===== src/rtl/conv_pkg.sv =====
// Shared definitions for the convolution datapath blocks (address generator,
// MAC, line buffer): FSM state encoding, output-dimension helper, parameter
// legality check and counter-width helper.
package conv_pkg;

    typedef enum logic [1:0] {
        IDLE = 2'd0,
        RUN  = 2'd1,
        DONE = 2'd2
    } state_e;

    // Number of window positions along one axis in "valid" mode; any
    // remainder pixels that do not fit a full stride are dropped.
    function automatic int out_dim(input int img, input int k, input int stride);
        return (img - k) / stride + 1;
    endfunction

    // Width needed to count 0..max_val, never narrower than one bit.
    function automatic int cnt_w(input int max_val);
        return (max_val < 1) ? 1 : $clog2(max_val + 1);
    endfunction

    function automatic bit params_ok(input int img_w, input int img_h, input int k,
                                     input int stride, input int addr_w);
        longint pix;
        pix = longint'(img_w) * longint'(img_h);
        return (k >= 1) && (k <= 15) && (stride >= 1) && (stride <= k) &&
               (img_w >= k) && (img_h >= k) && (addr_w >= 1) && (addr_w <= 60) &&
               ((pix - 64'd1) < (64'd1 << addr_w));
    endfunction

endpackage


===== src/rtl/conv_addr_gen_win_counter.sv =====
// win_counter: wrap counter 0..MAX_VAL used for each loop level of the window walk.
// Latency: count updates on the clock after en_i; wrap_o is combinational (en_i at max).
// Backpressure: none of its own; the caller gates en_i with the handshake.
// Ports: clk/rst (sync, active-high), clr_i forces zero, en_i advances,
//        cnt_o current count, wrap_o pulses with the enable that rolls max -> 0.
module win_counter import conv_pkg::*; #(
    parameter int MAX_VAL = 2,
    parameter int CW      = cnt_w(MAX_VAL)
) (
    input  logic          clk,
    input  logic          rst,
    input  logic          clr_i,
    input  logic          en_i,
    output logic [CW-1:0] cnt_o,
    output logic          wrap_o
);

    localparam logic [CW-1:0] MAX_C = CW'(MAX_VAL);

    logic [CW-1:0] cnt_q, cnt_d;

    assign cnt_o  = cnt_q;
    assign wrap_o = en_i && (cnt_q == MAX_C);

    always_comb begin
        cnt_d = cnt_q;
        if (clr_i) begin
            cnt_d = '0;
        end else if (en_i) begin
            cnt_d = (cnt_q == MAX_C) ? '0 : cnt_q + 1'b1;
        end
    end

    always_ff @(posedge clk) begin
        if (rst) begin
            cnt_q <= '0;
        end else begin
            cnt_q <= cnt_d;
        end
    end

endmodule


===== src/rtl/conv_addr_gen.sv =====
// conv_addr_gen: walks every output pixel and kernel tap, emitting image/kernel/output addresses.
// Latency: first tuple valid the cycle after start; one tuple per cycle while ready is high.
// Backpressure: tuple advances only on valid&ready; ready low freezes every output.
// Ports: clk, rst (sync active-high), start pulse, ready in; valid, imAddr, kAddr,
//        filtAddr, firstTap, lastTap, busy, done out.
// Optional feature macro CONV_PAD_EN: "same" zero padding, stride forced to 1,
//        adds output pad (tap lies outside the image; imAddr then reads 0).
module conv_addr_gen import conv_pkg::*; #(
    parameter int IMG_W    = 256,
    parameter int IMG_H    = 256,
    parameter int KER_SIZE = 3,
    parameter int STRIDE   = 1,
    parameter int ADDR_W   = 16
) (
    input  logic              clk,
    input  logic              rst,
    input  logic              start,
    input  logic              ready,
    output logic              valid,
    output logic [ADDR_W-1:0] imAddr,
    output logic [ADDR_W-1:0] kAddr,
    output logic [ADDR_W-1:0] filtAddr,
    output logic              firstTap,
    output logic              lastTap,
    output logic              busy,
`ifdef CONV_PAD_EN
    output logic              pad,
`endif
    output logic              done
);

`ifdef CONV_PAD_EN
    localparam int PAD   = (KER_SIZE - 1) / 2;
    localparam int STEP  = 1;
    localparam int OUT_W = IMG_W;
    localparam int OUT_H = IMG_H;
`else
    localparam int PAD   = 0;
    localparam int STEP  = STRIDE;
    localparam int OUT_W = out_dim(IMG_W, KER_SIZE, STRIDE);
    localparam int OUT_H = out_dim(IMG_H, KER_SIZE, STRIDE);
`endif

    if (!params_ok(IMG_W, IMG_H, KER_SIZE, STRIDE, ADDR_W)) begin : g_bad_params
        $error("conv_addr_gen: illegal IMG_W/IMG_H/KER_SIZE/STRIDE/ADDR_W combination");
    end

    // Running bases are signed and two bits wider than the address so that
    // negative padding offsets and the overhang past the last row stay exact.
    localparam int SW = ADDR_W + 2;
    localparam int KW = cnt_w(KER_SIZE - 1);
    localparam int CW = cnt_w(OUT_W - 1);
    localparam int RW = cnt_w(OUT_H - 1);

    localparam logic signed [SW-1:0] ROW_INIT = SW'(-PAD * IMG_W);
    localparam logic signed [SW-1:0] COL_INIT = SW'(-PAD);
    localparam logic signed [SW-1:0] ROW_STEP = SW'(STEP * IMG_W);
    localparam logic signed [SW-1:0] COL_STEP = SW'(STEP);
    // Moving from tap (kr, K-1) to (kr+1, 0): down one image row, back K-1 columns.
    localparam logic signed [SW-1:0] TAP_ROW  = SW'(IMG_W - (KER_SIZE - 1));
    localparam logic [KW-1:0]        KMAX     = KW'(KER_SIZE - 1);

    state_e state_q, state_d;
    logic   run, adv, clr;
    logic   kc_wrap, kr_wrap, c_wrap, r_wrap;
    logic [KW-1:0] kc, kr;
    logic [CW-1:0] c_cnt;
    logic [RW-1:0] r_cnt;

    logic signed [SW-1:0] row_base_q, row_base_d;   // (r*STEP - PAD) * IMG_W
    logic signed [SW-1:0] col_pos_q,  col_pos_d;    //  c*STEP - PAD
    logic signed [SW-1:0] tap_off_q,  tap_off_d;    //  kr*IMG_W + kc
    logic [ADDR_W-1:0]    kaddr_q,    kaddr_d;
    logic [ADDR_W-1:0]    filt_q,     filt_d;

    assign run = (state_q == RUN);
    assign adv = run && ready;
    assign clr = !run;

    win_counter #(.MAX_VAL(KER_SIZE - 1), .CW(KW)) u_kc (
        .clk(clk), .rst(rst), .clr_i(clr), .en_i(adv),     .cnt_o(kc),    .wrap_o(kc_wrap));
    win_counter #(.MAX_VAL(KER_SIZE - 1), .CW(KW)) u_kr (
        .clk(clk), .rst(rst), .clr_i(clr), .en_i(kc_wrap), .cnt_o(kr),    .wrap_o(kr_wrap));
    win_counter #(.MAX_VAL(OUT_W - 1),    .CW(CW)) u_c (
        .clk(clk), .rst(rst), .clr_i(clr), .en_i(kr_wrap), .cnt_o(c_cnt), .wrap_o(c_wrap));
    win_counter #(.MAX_VAL(OUT_H - 1),    .CW(RW)) u_r (
        .clk(clk), .rst(rst), .clr_i(clr), .en_i(c_wrap),  .cnt_o(r_cnt), .wrap_o(r_wrap));

    // Pixel position is carried by the running bases; the c/r counts only
    // feed the wrap chain.
    logic unused_pos;
    assign unused_pos = ^{c_cnt, r_cnt};

`ifdef CONV_PAD_EN
    logic signed [SW-1:0] row_pos_q, row_pos_d;     //  r - PAD
    logic signed [SW-1:0] tap_x, tap_y;
    logic                 outside;

    assign tap_x   = col_pos_q + $signed({{(SW-KW){1'b0}}, kc});
    assign tap_y   = row_pos_q + $signed({{(SW-KW){1'b0}}, kr});
    assign outside = (tap_x < 0) || (tap_x >= SW'(IMG_W)) ||
                     (tap_y < 0) || (tap_y >= SW'(IMG_H));
    assign pad     = run && outside;

    always_comb begin
        row_pos_d = row_pos_q;
        if (clr || (adv && r_wrap)) begin
            row_pos_d = COL_INIT;
        end else if (adv && c_wrap) begin
            row_pos_d = row_pos_q + COL_STEP;
        end
    end

    always_ff @(posedge clk) begin
        if (rst) row_pos_q <= COL_INIT;
        else     row_pos_q <= row_pos_d;
    end
`endif

    // FSM next state and outputs.
    always_comb begin
        state_d  = state_q;
        valid    = 1'b0;
        busy     = 1'b0;
        done     = 1'b0;
        firstTap = 1'b0;
        lastTap  = 1'b0;
        imAddr   = '0;
        kAddr    = '0;
        filtAddr = '0;
        unique case (state_q)
            IDLE: begin
                if (start) state_d = RUN;
            end
            RUN: begin
                valid    = 1'b1;
                busy     = 1'b1;
                firstTap = (kc == '0) && (kr == '0);
                lastTap  = (kc == KMAX) && (kr == KMAX);
                imAddr   = ADDR_W'(row_base_q + col_pos_q + tap_off_q);
`ifdef CONV_PAD_EN
                if (outside) imAddr = '0;
`endif
                kAddr    = kaddr_q;
                filtAddr = filt_q;
                if (adv && r_wrap) state_d = DONE;
            end
            DONE: begin
                done    = 1'b1;
                state_d = IDLE;
            end
            default: state_d = IDLE;
        endcase
    end

    // Running address bases; the wrap flags are already qualified by adv.
    always_comb begin
        row_base_d = row_base_q;
        col_pos_d  = col_pos_q;
        tap_off_d  = tap_off_q;
        kaddr_d    = kaddr_q;
        filt_d     = filt_q;
        if (clr) begin
            row_base_d = ROW_INIT;
            col_pos_d  = COL_INIT;
            tap_off_d  = '0;
            kaddr_d    = '0;
            filt_d     = '0;
        end else if (adv) begin
            if (kr_wrap)      tap_off_d = '0;
            else if (kc_wrap) tap_off_d = tap_off_q + TAP_ROW;
            else              tap_off_d = tap_off_q + 1'b1;
            kaddr_d = kr_wrap ? '0 : kaddr_q + 1'b1;
            if (c_wrap)       col_pos_d = COL_INIT;
            else if (kr_wrap) col_pos_d = col_pos_q + COL_STEP;
            if (r_wrap)       row_base_d = ROW_INIT;
            else if (c_wrap)  row_base_d = row_base_q + ROW_STEP;
            if (kr_wrap)      filt_d = filt_q + 1'b1;
        end
    end

    always_ff @(posedge clk) begin
        if (rst) begin
            state_q    <= IDLE;
            row_base_q <= ROW_INIT;
            col_pos_q  <= COL_INIT;
            tap_off_q  <= '0;
            kaddr_q    <= '0;
            filt_q     <= '0;
        end else begin
            state_q    <= state_d;
            row_base_q <= row_base_d;
            col_pos_q  <= col_pos_d;
            tap_off_q  <= tap_off_d;
            kaddr_q    <= kaddr_d;
            filt_q     <= filt_d;
        end
    end

endmodule

===== config.mk =====
export PLATFORM = sky130hd
export DESIGN_NAME = conv_addr_gen
export DESIGN_NICKNAME = d
export VERILOG_FILES = /design/src/rtl/conv_pkg.sv /design/src/rtl/conv_addr_gen_win_counter.sv /design/src/rtl/conv_addr_gen.sv
export SDC_FILE = /design/constraint.sdc
export NUM_CORES = 1
export LEC_CHECK = 0
export BUFFER_PORTS_ARGS = -buffer_cell sky130_fd_sc_hd__clkbuf_2
export CORE_MARGIN = 4
export CORE_UTILIZATION = 40
export DETAILED_ROUTE_END_ITERATION = 7
export PLACE_DENSITY = 0.58
export SLEW_MARGIN = 25
export SYNTH_ARGS = -nofsm -noshare
export SYNTH_HDL_FRONTEND = slang
export SYNTH_SLANG_ARGS = --single-unit

===== constraint.sdc =====
create_clock -name clk -period 2.48 [get_ports clk]
set_input_delay 0.248 -clock clk [delete_from_list [all_inputs] [get_ports clk]]
set_output_delay 0.248 -clock clk [all_outputs]
set_load 0.1 [all_outputs]

# Word-level counts from Yosys, hierarchy flattened
# Cells that the tools add are included.
# word_totals
register_bits,108
in_bits,4
out_inout_bits,53
wordCells,70
# op_classes
n_addsub,12
n_eq_ne,8
n_mux,21
bitwise_logic,1
n_reduce_logical,18
# op_table
cell,count
$mux W18,6
$mux W16,4
$add A16 B1 Y16 const B,2
$add A16 B16 Y16,2
$add A18 B1 Y18 const B,1
$add A18 B10 Y18 const B,1
$add A18 B2 Y18 const B,1
$add A18 B9 Y18 const B,1
$add A8 B1 Y8 const B,2
$eq A8 B8 Y1 const B,2
$mux W8,2
$logic_and A1 B1 Y1,8
$mux W2,4
$reduce_and A2 Y1,4
$eq A2 B2 Y1 const B,3
$logic_not A2 Y1,3
$add A2 B1 Y2 const B,2
$mux W1,4
$pmux W2 S2,1
$reduce_bool A2 Y1,2
$eq A2 B1 Y1 const B,1
$ne A2 B1 Y1 const B,1
$ne A2 B2 Y1 const B,1
$reduce_or A2 Y1,1
$not A1 Y1,1

# Longest topological paths before layout
# Gate-level depths: netlist of the first run.
# logic_depth
ltp_word,9
depth_mapped,8
ltp_nobuf,8

# Cells and area by module
# Synthesis of the first run repeated with hierarchy kept, for this count alone.
# hier_totals
cells_unflattened,678
hier_area_um2,5672.9
# by_module_without_submodules
mod,n_inst,cells_per_inst,area_per_inst_um2,seq_area_each_um2
conv_addr_gen,1,570,4664.5,1481.4
win_counter at u_c ...,2,44,407.9,160.2
win_counter at u_kc ...,2,10,96.3,40.0

# Worst setup path before layout of the first run
# Ideal clock, no wire load.
# synth_path
path_kind,register -> output
start,register tap_off_q[12]
end,output port imAddr[13]
arrival_ns,4.777
required_time_ns,2.232
slack_ns,-2.545
stages_incl_launch_ff,5
n_path_buf,0
cell_sequence,dfxtp_1 -> fa_1 -> ha_1 -> a21oi_1 -> o311ai_0
# synth_between
elab_chain_cells,2
# synth_rtl
item,line_no,source
"start, declared",conv_addr_gen.sv:72,"logic signed [SW-1:0] tap_off_q, tap_off_d;"
"start signal, assigned",conv_addr_gen.sv:194,tap_off_q <= tap_off_d;
$add A16 B16 Y16,conv_addr_gen.sv:140,imAddr = ADDR_W'(row_base_q + col_pos_q + tap_off_q);
$mux W16,conv_addr_gen.sv:131,unique case (state_q)
"end, declared",conv_addr_gen.sv:20,"output logic [ADDR_W-1:0] imAddr,"
# No other way between the ends.

# Worst setup path after layout of the first run
# layout_path
start,register tap_off_q[1]
end,output port imAddr[15]
# Same word-level chain as after synthesis.

==> results of run 1 <==
[where the power goes]
part,internal [uW],switching [uW]
clock,697,543
combinational,41.0,115
sequential,1510,4.11
[worst max-delay path by stage]
stage / slack, ps / start / to / cells past startpoint
global route: -570 / tap_off_q[9]$_SDFFE_PP0N_ / imAddr[12] / 8
finish: -480 / tap_off_q[1]$_SDFFE_PP0N_ / imAddr[15] / 9
floorplan: -590 / col_pos_q[8]$_SDFFE_PP0P_ / imAddr[12] / 7
detailed placement: -230 / tap_off_q[9]$_SDFFE_PP0N_ / imAddr[12] / 8
CTS: -490 / row_base_q[9]$_SDFFE_PP0P_ / imAddr[12] / 8
global placement: -170 / tap_off_q[9]$_SDFFE_PP0N_ / imAddr[12] / 8
[cells in the final DEF (no fill, tap or decap), types with 17 or more instances in the layout]
cell	instances
sky130_fd_sc_hd__dfxtp_1	79
sky130_fd_sc_hd__nor3_1	17
sky130_fd_sc_hd__xnor2_1	26
sky130_fd_sc_hd__ha_1	17
sky130_fd_sc_hd__nand4_1	29
sky130_fd_sc_hd__nand3_1	31
sky130_fd_sc_hd__nand2_1	59
sky130_fd_sc_hd__a21oi_1	26
sky130_fd_sc_hd__and2_1	39
sky130_fd_sc_hd__xor2_1	42
sky130_fd_sc_hd__nor2_1	87
sky130_fd_sc_hd__buf_12	50
sky130_fd_sc_hd__buf_4	81
[worst reg2reg max path: stages (launching register included)]
cell	delay (ps)
sky130_fd_sc_hd__dfxtp_4	360
sky130_fd_sc_hd__buf_4	100
sky130_fd_sc_hd__buf_4	130
sky130_fd_sc_hd__inv_1	70
sky130_fd_sc_hd__ha_1	230
sky130_fd_sc_hd__nor2b_1	170
sky130_fd_sc_hd__a211oi_2	310
sky130_fd_sc_hd__a21oi_1	170
sky130_fd_sc_hd__or4b_1	500
sky130_fd_sc_hd__a21oi_1	150
[sequential cells by signal, indices dropped and copies added, names as in the netlist]
signal,count
u_kc.cnt_o,2
tap_off_q,16
row_base_q,8
u_r.cnt_o,8
kaddr_q,16
col_pos_q,16
state_q,2
filt_q,16
u_kr.cnt_o,2
u_c.cnt_o,8
[logic make-up (layout without fill, tap and decap cells)]
kind of cell / after synthesis / count (layout) / synth area share (%)
adders and majority gates: 41 / 41 / 9.91
buffers and inverters: 45 / 169 / 3.20
AOI/OAI and AO/OA: 105 / 105 / 11.4
xor gates and xnor gates: 69 / 69 / 10.5
DFF: 94 / 94 / 32.5
muxes: 4 / 4 / 0.693
and+or+nand+nor: 351 / 351 / 31.8
[through the flow]
| stage | util, % | area [um^2] | std cells |
|---|---|---|---|
| 2_1_floorplan | - | 6080 | 709 |
| 3_3_place_gp | 55.6 | 7800 | 992 |
| 3_5_place_dp | 55.6 | 7800 | 992 |
| 4_1_cts | 58.7 | 8240 | 1010 |
| 5_1_grt | 59.2 | 8310 | 1013 |
| 6_report | 59.2 | 8310 | 1013 |
[routing by layer]
metal	track usage, %	part of all wire [%]	vias up	routed length, um
met2	32.1	48	136	7320
met5	0	0	-	0
met4	6.12	1.9	0	282
met3	3.75	4.6	22	694
li1	-	-	2750	-
met1	24.2	45	2568	6880
[final cells by class]
cell class	instances	area, um^2
fill	1216	5730
multi-input combinational	570	4180
timing repair buffer	139	1680
inverter	15	56.3
tap	180	225
clock buffer	11	243
sequential	94	1900
clock inverter	4	23.8
[timing repair]
action / CTS / global route
pin swaps: 21 / 12
buffers inserted: 4 / 4
hold buffers: 0 / 0
gates resized for setup: 29 / 12
setup endpoints to repair: 11 / 15
==> flow_summary.json, run 1 <==
{
  "run_status": "complete, but fails checks",
  "violations": "setup timing",
  "grt_pass1_vias": 5423,
  "synth.cell_area_um2": 5780,
  "drc_violations_left": 0,
  "start_util_pct": 41.2,
  "ctsHtreeMaxLevel": 3,
  "hold_path.class": "primary input to flop",
  "die_h_um": 128,
  "hold_slack_ps": 147,
  "cpMostUsedCell": "sky130_fd_sc_hd__ha_4",
  "synth_cells": 709,
  "hold_depth": 2,
  "start_kind": "flop",
  "finalWorstPathRequiredPeriod_ps": 2960,
  "critPathKind": "flop to primary output",
  "netlist_top_cells_area": "sky130_fd_sc_hd__dfxtp_1, sky130_fd_sc_hd__ha_1, sky130_fd_sc_hd__xor2_1",
  "reg2reg_slack_ps": 220,
  "synthTopCellsByCount": "sky130_fd_sc_hd__dfxtp_1, sky130_fd_sc_hd__nor2_1, sky130_fd_sc_hd__nand2_1",
  "finalMaxSlewViolations": 0,
  "synth-seq-area-share_pct": 32.5,
  "final-hold-violation-count": 0,
  "crit_buf_inv": 1,
  "relSlewSlack_pct": 62.6,
  "timing.final.crit_share_pct": 120,
  "ys_ff_latch": 94,
  "first_pass_iters": 5,
  "grt_start_max_net_pins": 35,
  "insertion_delay_ps": 340,
  "path_delay_family": "adder cells",
  "final_net_count": 874,
  "critPathArrivalTime_ps": 2720,
  "timing.critical_path.slowest_cell_delay_ps": 370,
  "synth_enable_flop_cells": 0,
  "worst_slew_pin_slew_ps": 563,
  "drt-vias-per-instance": 5.41,
  "number_of_distinct_library_cells_after_synthesis": 59,
  "timing.critical_path.cells": "ha_4 -> ha_4 -> fa_2 -> a211oi_4 -> nor3_4 -> a211oi_2 -> mux2i_1 -> nand4_1 -> buf_12",
  "floorplan.core_area_um2": 14000,
  "worst_r2r_startpoint": "tap_off_q[1]$_SDFFE_PP0N_",
  "min_to": "state_q[0]$_SDFFE_PP0P_",
  "final.setup.worst_slack_ps": -484,
  "detail_route.wl_per_cell_um": 15.0,
  "yosys.cell_count.top_type": "sky130_fd_sc_hd__dfxtp_1",
  "wirelength_um": 15200,
  "worst_path_max_delay_cell": "sky130_fd_sc_hd__fa_2",
  "setup.worst_path.end_class": "primary output",
  "postSynthAreaPerCell_um2": 8.15,
  "launch_instance_of_the_worst_min_delay_path": "rst",
  "synth_largest_area_cell": "sky130_fd_sc_hd__dfxtp_1",
  "worst-r2r-cell-count": 9,
  "antennaDiodeCount": 0,
  "number_of_antenna_violations_at_the_first_check_in_global_routing": 0,
  "ir_drop_v": 0.000264,
  "crit_fanout": 3,
  "drt_iter0_drcs": 217,
  "std_cell_rows": 43,
  "vias": 5476,
  "layout-drive-gt1-share_pct": 27.5,
  "track_usage_pct": 19.0,
  "max_freq_ghz": 0.337,
  "io_buffer_count": 56,
  "setup_viol": 11,
  "yosys_warnings": 0,
  "synth_fp_nets": 754,
  "total_power_uw": 2910,
  "die_width_um": 128,
  "final_ant_viol_nets": 0,
  "critical_path_required_ps": 2230,
  "synthToLayoutAreaGrowth_pct": 43.7,
  "dp_hpwl_um": 11500,
  "cts.clk_slew.worst_paths_ps": 60,
  "clock_tree_from_tritoncts": "done",
  "io_pins": 57,
  "synthArstFlopShare_pct": 0,
  "pre_cts_ws_ps": -229,
  "synth_ff_type": "sky130_fd_sc_hd__dfxtp_1",
  "gpl.final_weighted_congestion": 0.919,
  "synth_top_area_share_pct": 32.5,
  "power_per_cell_area_nw_per_um2": 351,
  "critical_path.reg2reg.endpoint": "tap_off_q[9]$_SDFFE_PP0N_",
  "design.die.area_um2": 16400,
  "p_leak_uw": 0.00312,
  "clk_path_buf_depth": 2,
  "grt_overflow": 0,
  "tritoncts.num_buffers": 9,
  "first_pass_grt_wire_length_um": 25900,
  "unrepaired_setup_endpoints_after_global_routing": "true",
  "cts_root_buffer": "sky130_fd_sc_hd__clkbuf_16",
  "cap_viol_max_count": 0,
  "numClockSinks": 94,
  "fin_skew_ps": 7.74,
  "finalSetupTns_ps": -3750
}
No activity file was read; power rests on OpenSTA's default activity.
==> inputs of run 2 (changes only) <==
Settings changed: CELL_PAD_IN_SITES_DETAIL_PLACEMENT from default to 0, CELL_PAD_IN_SITES_GLOBAL_PLACEMENT from default to 1, PLACE_DENSITY 0.58 to 0.74, SYNTH_HIERARCHICAL from default to 1.
==> run 2 against run 1 <==
The flow still finishes with violations (setup timing). Combinational power is 46% higher. Critical endpoint unchanged. Wire length shrank 5.4%. Highest routed layer unchanged. Clock skew grew 1.3 ps. Cell area up 1.8%. Critical path depth shrank 1.
==> flow_summary.json, run 2 <==
{
  "setup_viol": 11,
  "critical_path_required_ps": 2230,
  "first_pass_grt_wire_length_um": 24000,
  "synth_cells": 678,
  "violations": "setup timing",
  "power_per_cell_area_nw_per_um2": 361,
  "power_switching_uw": 790,
  "start_kind": "flop",
  "total_power_uw": 3050,
  "power.combinational.fraction_pct": 7.5,
  "timing.critical_path.cells": "fa_1 -> ha_4 -> a21oi_4 -> o21ai_2 -> a221o_1 -> or3_4 -> a21oi_4 -> buf_12",
  "detail_route.wl_per_cell_um": 14.4,
  "ir_drop_v": 0.000392,
  "layout-drive-gt1-share_pct": 34.8,
  "clock_tree_from_tritoncts": "done",
  "critPathKind": "flop to primary output",
  "worst_path_max_delay_cell": "sky130_fd_sc_hd__fa_1",
  "worst_slew_pin_slew_ps": 784,
  "share_clk_of_total_power_pct": 43.1,
  "p_leak_uw": 0.00315,
  "io_pins": 57,
  "synth.cell_area_um2": 5670,
  "finalSetupTns_ps": -2970,
  "yosys_warnings": 6,
  "synth_largest_area_cell": "sky130_fd_sc_hd__dfxtp_1",
  "run_status": "complete, but fails checks",
  "netlist_top_cells_area": "sky130_fd_sc_hd__dfxtp_1, sky130_fd_sc_hd__ha_1, sky130_fd_sc_hd__nor2_1",
  "floorplan.core_area_um2": 13900,
  "std_cell_rows": 43,
  "design.die.area_um2": 16200,
  "ctsHtreeMaxLevel": 3,
  "synth_fp_nets": 723,
  "die_width_um": 127,
  "multiInputGateArea_um2": 4200,
  "synthTopCellsByCount": "sky130_fd_sc_hd__nor2_1, sky130_fd_sc_hd__dfxtp_1, sky130_fd_sc_hd__xor2_1",
  "hold_path.class": "primary input to flop",
  "power.switching_fraction_pct": 25.9,
  "synthArstFlopShare_pct": 0,
  "hold_depth": 3,
  "antennaDiodeCount": 0,
  "fin_skew_ps": 9.09,
  "drt-vias-per-instance": 5.28,
  "synthToLayoutAreaGrowth_pct": 49.1,
  "mostFrequentLayoutCell": "sky130_fd_sc_hd__nor2_1",
  "vias": 5276,
  "drc_violations_left": 0,
  "io_buffer_count": 56,
  "insertion_delay_ps": 350,
  "finalWorstPathRequiredPeriod_ps": 2970,
  "timing.final.crit_share_pct": 120,
  "fin_cells": 999,
  "synth_top_area_share_pct": 33.2,
  "max_freq_ghz": 0.336,
  "timing.critical_path.slowest_cell_delay_ps": 590,
  "final_ant_viol_nets": 0,
  "number_of_antenna_violations_at_the_first_check_in_global_routing": 0,
  "wirelength_um": 14400,
  "power_report.internal_total_uw": 2260,
  "grt_pass1_vias": 5139,
  "final-hold-violation-count": 0,
  "first_pass_iters": 5,
  "postSynthAreaPerCell_um2": 8.37,
  "crit_fanout": 3,
  "placed_cells": 973,
  "die_h_um": 127,
  "final_cell_mix": "sky130_fd_sc_hd__nor2_1, sky130_fd_sc_hd__buf_4, sky130_fd_sc_hd__dfxtp_1",
  "cts_root_buffer": "sky130_fd_sc_hd__clkbuf_16",
  "grt_overflow": 0,
  "tritoncts.num_buffers": 9,
  "final_net_count": 859,
  "dp_hpwl_um": 10800,
  "finalMaxSlewViolations": 0,
  "drt_iter0_drcs": 262,
  "final.setup.worst_slack_ps": -493,
  "unrepaired_setup_endpoints_after_global_routing": "true",
  "layout.area.seq_um2": 1920,
  "cap_viol_max_count": 0,
  "synth_ff_type": "sky130_fd_sc_hd__dfxtp_1",
  "clk_path_buf_depth": 2,
  "relSlewSlack_pct": 47.2,
  "postLayoutCellArea_um2": 8460,
  "yosys.cell_count.top_type": "sky130_fd_sc_hd__nor2_1",
  "grt_start_max_net_pins": 30,
  "cts.clk_slew.worst_paths_ps": 70,
  "synth-seq-area-share_pct": 33.2,
  "worst-r2r-cell-count": 15,
  "cpMostUsedCell": "sky130_fd_sc_hd__a21oi_4",
  "track_usage_pct": 17.9,
  "setup.worst_path.end_class": "primary output",
  "postPlaceCellArea_um2": 7830,
  "start_util_pct": 40.9,
  "synth_enable_flop_cells": 0,
  "critPathArrivalTime_ps": 2730,
  "ys_ff_latch": 94,
  "gpl.final_weighted_congestion": 0.847,
  "numClockSinks": 94,
  "fillers": 1176,
  "number_of_distinct_library_cells_after_synthesis": 62,
  "p_seq_share_pct": 49.5
}
==> run 2: layer usage <==
| layer | share of wire, % | wire (um) | vias to the layer above | track usage [%] |
|---|---|---|---|---|
| li1 | - | - | 2676 | - |
| met1 | 47 | 6720 | 2486 | 23.0 |
| met2 | 48 | 6870 | 98 | 30.2 |
| met3 | 4.0 | 577 | 16 | 3.39 |
| met4 | 1.3 | 192 | 0 | 5.93 |
| met5 | 0 | 0 | - | 0 |
==> run 2: worst max-delay path: cells and delay by family, from the launching register on <==
| kind | cells | cell delay (ps) |
|---|---|---|
| and+or+nand+nor | 1 | 340 |
| AOI/OAI and AO/OA | 4 | 700 |
| buffers and inverters | 1 | 190 |
| DFF | 1 | 330 |
| adders and majority gates | 2 | 830 |
==> run 2: through the flow <==
stage / hold WS, ps / utilization (%) / worst slack, ps
2_1_floorplan: 313 / - / -400
3_3_place_gp: 479 / 56.4 / -163
3_5_place_dp: 503 / 56.4 / -168
4_1_cts: 139 / 59.6 / -518
5_1_grt: 150 / 61.0 / -560
6_report: 143 / 61.0 / -493
==> run 2: logic make-up (layout without fill, tap and decap cells) <==
family / after synthesis / after routing / synth area share, %
buf+inv: 49 / 190 / 3.57
simple gates: 308 / 308 / 28.3
xor+xnor: 66 / 66 / 10.2
fa+ha+maj: 41 / 41 / 10.1
mux: 2 / 2 / 0.353
compound gates: 118 / 118 / 14.3
flops: 94 / 94 / 33.2
==> run 2: area by class of cell <==
type / instances / area share [%]
well taps: 180 / 2.66
flip-flops and latches: 94 / 22.7
clock inverters: 7 / 0.665
inverters: 25 / 1.14
multi-input cells: 535 / 49.6
repair buffers: 149 / 20.6
clock buffers: 9 / 2.66
==> run 2: timing repair <==
item	in CTS	in global routing
pin swaps	32	24
setup buffers	3	8
gates resized for setup	33	31
setup endpoints to repair	10	49
hold buffers	0	0
==> run 2: path summary, 6_finish.rpt <==
kind | startpoint | to | slack [ps]
hold / removal | start | state_q[0]$_SDFFE_PP0P_ | 140
setup / recovery | tap_off_q[10]$_SDFFE_PP0P_ | imAddr[15] | -490
hold reg to reg | filt_q[9]$_SDFFE_PP0P_ | filt_q[9]$_SDFFE_PP0P_ | 510
setup reg to reg | state_q[1]$_SDFFE_PP0P_ | row_base_q[15]$_SDFFE_PP0P_ | 160
==> run 2: power by group through the flow <==
stage                     Sequential [uW]  Combinational [uW]  Clock, uW
after floorplan                      1550                 151          0
after global placement               1550                 225          0
after detailed placement             1550                 228          0
after CTS                            1510                 229       1350
after global routing                 1510                 243       1410
final                                1510                 228       1310
